--- src/rtl/word_packer_if.sv ---
// Handshake bundle between a byte source, the word packer and the vocabulary matcher.
// The byte stream flows in and the packed words flow out on a valid/ready pair.
interface word_packer_if #(
  parameter int WORD_LENGTH = 3,
  parameter int DATA_WIDTH  = 8
);
  localparam int LEN_W = $clog2(WORD_LENGTH + 1);

  logic [DATA_WIDTH-1:0]             byte_in;
  logic                              byte_valid;
  logic                              byte_last;
  logic                              byte_ready;
  logic [WORD_LENGTH*DATA_WIDTH-1:0] word;
  logic [LEN_W-1:0]                  word_len;
  logic                              word_valid;
  logic                              word_ready;

  modport master (
    output byte_in, byte_valid, byte_last, word_ready,
    input  byte_ready, word, word_len, word_valid
  );

  modport slave (
    input  byte_in, byte_valid, byte_last, word_ready,
    output byte_ready, word, word_len, word_valid
  );
endinterface

--- src/rtl/word_packer.sv ---
// Packs a character byte stream into MSB-first, zero-padded fixed-width words.
// Words end on a full word, a delimiter or a byte flagged last.
module word_packer #(
  parameter int                    WORD_LENGTH = 3,
  parameter int                    DATA_WIDTH  = 8,
  parameter logic [DATA_WIDTH-1:0] DELIM       = 8'h20,
  parameter bit                    DELIM_EN    = 1'b1
) (
  input logic          clk,
  input logic          rst_n,
  word_packer_if.slave bus
);
  localparam int                WW        = WORD_LENGTH * DATA_WIDTH;
  localparam int                LEN_W     = $clog2(WORD_LENGTH + 1);
  localparam logic [LEN_W-1:0]  LAST_SLOT = LEN_W'(WORD_LENGTH - 1);

  logic [WW-1:0]    acc_reg, acc_next;
  logic [LEN_W-1:0] cnt_reg, cnt_next;
  logic [WW-1:0]    word_reg;
  logic [LEN_W-1:0] len_reg;
  logic             valid_reg;

  logic [WW-1:0]    merged;
  logic [WW-1:0]    emit_word;
  logic [LEN_W-1:0] emit_len;
  logic             emit;
  logic             accept;
  logic             is_delim;

  assign bus.byte_ready = ~valid_reg | bus.word_ready;
  assign accept         = bus.byte_valid & bus.byte_ready;
  assign is_delim       = DELIM_EN && (bus.byte_in == DELIM);

  // Accumulator with the incoming byte dropped into slot cnt_reg (slot 0 is the MSB).
  for (genvar gi = 0; gi < WORD_LENGTH; gi++) begin : g_slot
    localparam int HI = (WORD_LENGTH - gi) * DATA_WIDTH - 1;
    assign merged[HI -: DATA_WIDTH] = (cnt_reg == LEN_W'(gi)) ? bus.byte_in
                                                              : acc_reg[HI -: DATA_WIDTH];
  end

  always_comb begin
    emit      = 1'b0;
    emit_word = acc_reg;
    emit_len  = cnt_reg;
    acc_next  = acc_reg;
    cnt_next  = cnt_reg;
    if (accept) begin
      if (is_delim) begin
        // A delimiter only closes a non-empty word; on an empty one it vanishes.
        emit     = (cnt_reg != '0);
        acc_next = '0;
        cnt_next = '0;
      end else if (cnt_reg == LAST_SLOT || bus.byte_last) begin
        emit      = 1'b1;
        emit_word = merged;
        emit_len  = cnt_reg + LEN_W'(1);
        acc_next  = '0;
        cnt_next  = '0;
      end else begin
        acc_next = merged;
        cnt_next = cnt_reg + LEN_W'(1);
      end
    end
  end

  always_ff @(posedge clk or negedge rst_n) begin
    if (!rst_n) begin
      acc_reg   <= '0;
      cnt_reg   <= '0;
      word_reg  <= '0;
      len_reg   <= '0;
      valid_reg <= 1'b0;
    end else begin
      acc_reg <= acc_next;
      cnt_reg <= cnt_next;
      if (emit) begin
        word_reg  <= emit_word;
        len_reg   <= emit_len;
        valid_reg <= 1'b1;
      end else if (valid_reg && bus.word_ready) begin
        valid_reg <= 1'b0;
      end
    end
  end

  assign bus.word       = word_reg;
  assign bus.word_len   = len_reg;
  assign bus.word_valid = valid_reg;
endmodule

--- src/flat_wrapper.sv ---
// flat-port wrapper written by rule: the top's interface ports become plain ports
module word_packer_flat 
#(
  parameter int                    WORD_LENGTH = 3,
  parameter int                    DATA_WIDTH  = 8,
  parameter logic [DATA_WIDTH-1:0] DELIM       = 8'h20,
  parameter bit                    DELIM_EN    = 1'b1
)
  (clk, rst_n, bus_byte_in, bus_byte_valid, bus_byte_last, bus_word_ready, bus_byte_ready, bus_word, bus_word_len, bus_word_valid);
  word_packer_if #(.WORD_LENGTH(WORD_LENGTH), .DATA_WIDTH(DATA_WIDTH)) bus_i ();
  input logic clk;
  input logic rst_n;
  input wire logic [$bits(bus_i.byte_in)-1:0] bus_byte_in;
  input wire logic [$bits(bus_i.byte_valid)-1:0] bus_byte_valid;
  input wire logic [$bits(bus_i.byte_last)-1:0] bus_byte_last;
  input wire logic [$bits(bus_i.word_ready)-1:0] bus_word_ready;
  output wire logic [$bits(bus_i.byte_ready)-1:0] bus_byte_ready;
  output wire logic [$bits(bus_i.word)-1:0] bus_word;
  output wire logic [$bits(bus_i.word_len)-1:0] bus_word_len;
  output wire logic [$bits(bus_i.word_valid)-1:0] bus_word_valid;
  assign bus_i.byte_in = bus_byte_in;
  assign bus_i.byte_valid = bus_byte_valid;
  assign bus_i.byte_last = bus_byte_last;
  assign bus_i.word_ready = bus_word_ready;
  assign bus_byte_ready = bus_i.byte_ready;
  assign bus_word = bus_i.word;
  assign bus_word_len = bus_i.word_len;
  assign bus_word_valid = bus_i.word_valid;
  word_packer #(.WORD_LENGTH(WORD_LENGTH), .DATA_WIDTH(DATA_WIDTH), .DELIM(DELIM), .DELIM_EN(DELIM_EN)) u_core (.clk(clk), .rst_n(rst_n), .bus(bus_i));
endmodule
--- config.mk ---
export PLATFORM = sky130hd
export DESIGN_NAME = word_packer_flat
export DESIGN_NICKNAME = d
export VERILOG_FILES = /design/src/rtl/word_packer_if.sv /design/src/rtl/word_packer.sv /design/src/flat_wrapper.sv
export SDC_FILE = /design/constraint.sdc
export NUM_CORES = 1
export LEC_CHECK = 0
export ABC_AREA = 1
export BUFFER_PORTS_ARGS = -buffer_cell sky130_fd_sc_hd__buf_2
export CORE_MARGIN = 2
export CORE_UTILIZATION = 57
export DETAILED_ROUTE_END_ITERATION = 10
export PLACE_DENSITY_LB_ADDON = 0.05
export SLEW_MARGIN = 0
export SYNTH_ARGS = -nofsm -noshare
export SYNTH_HDL_FRONTEND = slang
export SYNTH_SLANG_ARGS = --single-unit
export TNS_END_PERCENT = 5
--- constraint.sdc ---
create_clock -name clk -period 3.6 [get_ports clk]
set_input_delay 0.36 -clock clk [delete_from_list [all_inputs] [get_ports clk]]
set_output_delay 0.36 -clock clk [all_outputs]
set_load 0.01 [all_outputs]
==> results.yml <==
timing:
  max_freq_mhz: 485
  final_hold_viol_count: 0
  fin_skew_ps: 9.78
  period_minus_slack_ps: 2060
  period_share_pct: 57.3
  worst_pin_slew_ps: 941
  tns_ps: 0
  setup_viol: 0
  holdWs_ps: 162
  slew_viol_final: 0
  slew_headroom_pct: 37.3
  grt_setup_unrepaired: "false"
place:
  placed_cells: 449
  portBuffers: 40
  gp_congestion: 0.848
  place_hpwl_um: 4400
die:
  rows: 25
  die_h_um: 74.7
  dieArea_mm2: 0.00558
  die_w_um: 74.7
  io_pins: 41
  core-area_mm2: 0.00479
  start_util_pct: 59.5
detailed_routing:
  via_count: 2506
  vias_per_cell: 5.48
  drt_iter0_drc: 204
  drc: 0
  routedWlPerCell_um: 14.7
  drt-pass1-iter-count: 5
  wirelength_um: 6720
  drtAntennaViolNets: 0
synth:
  synth_top_family_by_area: "simple AND/OR/NAND/NOR gates"
  syn_nets: 379
  synth_adder_area_share_pct: 2.20
  yosys-top-cells-area: "dfrtp_1 47%, nand2_1 18%, o21ai_0 6.5%"
  yosys.cell_count.top_type: "nand2_1"
  synth_compound_area_share_pct: 9.53
  yosysWarnings: 0
  yosysTopAreaCell: "dfrtp_1"
  synth-seq-cells: 53
  yosysUniqueCellTypes: 22
  synth.top_cell.area_share_pct: 46.6
  ys.flop_type: "dfrtp_1"
  synth-edff-count: 0
  synth_sequential_area_ratio_pct: 46.6
  synth-xor-area-share_pct: 0
  synthesis.area_mm2: 0.00285
  synth.avg_cell_area_um2: 7.89
  yosys-mux-area-fraction_pct: 0
  syn_inst: 361
  synth_simple_gate_area_share_pct: 32.1
  ys_async_sr_fraction_pct: 100
  synth_common_cells: "140 x nand2_1, 53 x dfrtp_1, 37 x o21ai_0"
cts:
  cts_tree: "yes"
  cts-resized-gates: 0
  cts_num_sinks: 53
  cts_inserted_buffers: 5
  insertion_delay_ps: 320
  clockBufferDepth: 2
  post-cts-setup-buffers: 0
  htreeDepth: 2
  cts_root_buffer: "clkbuf_8"
  clk_pin_slew_ps: 110
  cts_hold_buf: 0
global_route:
  globalRouteMet2Util_pct: 39.1
  grt_use_met3_pct: 4.28
  grt.total_usage_pct: 25.7
  grt_max_degree: 54
  grt_pass1_vias: 2157
  grt_pass1_wl_um: 10800
  antenna_found_initial: 0
  grt.busiest_layer: "met2"
  grt-ovfl-total: 0
  grtUsageMet1_pct: 37.9
worst_setup_path:
  cp_data_required_time_ps: 3870
  r2r_cells: 8
  start_kind: "flop"
  critPathArrivalTime_ps: 2330
  crit_fanout: 25
  criticalPathCategory: "reg -> reg"
  critPathCaptureType: "flop"
layout:
  ff_latch_area_mm2: 0.00133
  multi_input_area_mm2: 0.00125
  num-fill-cells: 444
  syn2layout_area_growth_pct: 8.96
  layout.nets: 407
  antenna_cells: 0
  final_cells: 457
  drive_gt1_share_pct: 17.7
power_and_ir_drop:
  power.internal_mw: 1.21
  finalPower_mw: 2.04
  p_clk_share_pct: 17.8
  powerDensity_mw_per_mm2: 656
  power_frac_comb_pct: 39.3
  irDropWorstVdd_mv: 0.273
  p_switching_mw: 0.831
  p_sw_share_pct: 40.8
  seq_power_share_pct: 43.0
  p_leak_nw: 1.67
outcome:
  status: "complete, no violations"
flow_run:
  maxCapViolCount: 0
worst_hold_path:
  hold_path_class: "in -> async"
==> final cells by class <==
type | instances | share of cell area, %
flip-flops and latches | 53 | 42.7
multi-input cells | 251 | 40.2
repair buffers | 41 | 6.69
inverters | 37 | 4.56
well taps | 67 | 2.70
clock buffers | 5 | 2.22
clock inverters | 3 | 0.847
==> layer usage <==
| metal | part of all wire [%] | routed length (µm) |
|---|---|---|
| met1 | 49 | 3270 |
| met2 | 44 | 2980 |
| met3 | 5.4 | 365 |
| met4 | 1.5 | 101 |
| met5 | 0 | 0 |
==> cell usage in the layout, fill, tap and decap left out <==
cell        instances
nand4_1            23
inv_2               7
o21ai_0            37
nand3_1            18
nor2_4              2
nand2_1           140
clkbuf_8            5
inv_1              29
nand2_4             4
nand3_4             1
nand3_2             1
dfrtp_1            53
nand2_2             2
o22ai_1            13
inv_8               1
nor2_1              2
inv_4               1
buf_2              40
buf_4               1
ha_1                5
clkinvlp_4          2
a21oi_1             1
nor2_8              2
==> worst paths after layout <==
path	start	endpoint	slack, ps
worst min-delay path	rst_n	u_core.bus.word[23]	160
min in group clk	bus_word_ready	u_core.bus.word_valid	320
max in group asynchronous	rst_n	u_core.acc_reg[7]	2700
worst max-delay path	u_core.cnt_reg[0]	u_core.bus.word_len[1]	1540
worst max register to register	u_core.cnt_reg[0]	u_core.bus.word_len[1]	1540
worst min register to register	u_core.bus.word[17]	u_core.bus.word[17]	480
==> critical path, cell delays in order, from the launching register on <==
cell	delay, ps
dfrtp_1	410
inv_1	140
ha_1	210
nor2_1	90
inv_2	420
nand3_4	330
nand2_1	170
nand3_1	150
nand2_1	100
==> stage by stage <==
step	worst slack [ps]	area, µm²	util [%]
after floorplan	1950	2850	-
after global placement	1560	3010	62.8
after detailed placement	1520	3010	62.8
after CTS	1520	3100	64.8
after global routing	1350	3100	64.8
final	1540	3100	64.8
==> kinds of logic (layout without fill, tap and decap cells) <==
logic type | Yosys count | in the layout
fa+ha+maj | 5 | 5
buf+inv | 57 | 86
simple gates | 195 | 195
flops | 53 | 53
compound gates | 51 | 51
==> power groups by stage <==
stage / combinational, mW / clock (mW) / sequential [mW]
floorplan: 0.508 / 0 / 0.934
global placement: 0.780 / 0 / 0.884
detailed placement: 0.795 / 0 / 0.884
CTS: 0.796 / 0.370 / 0.873
global route: 0.908 / 0.386 / 0.895
finish: 0.800 / 0.362 / 0.875
(Power assumes the default switching activity.)
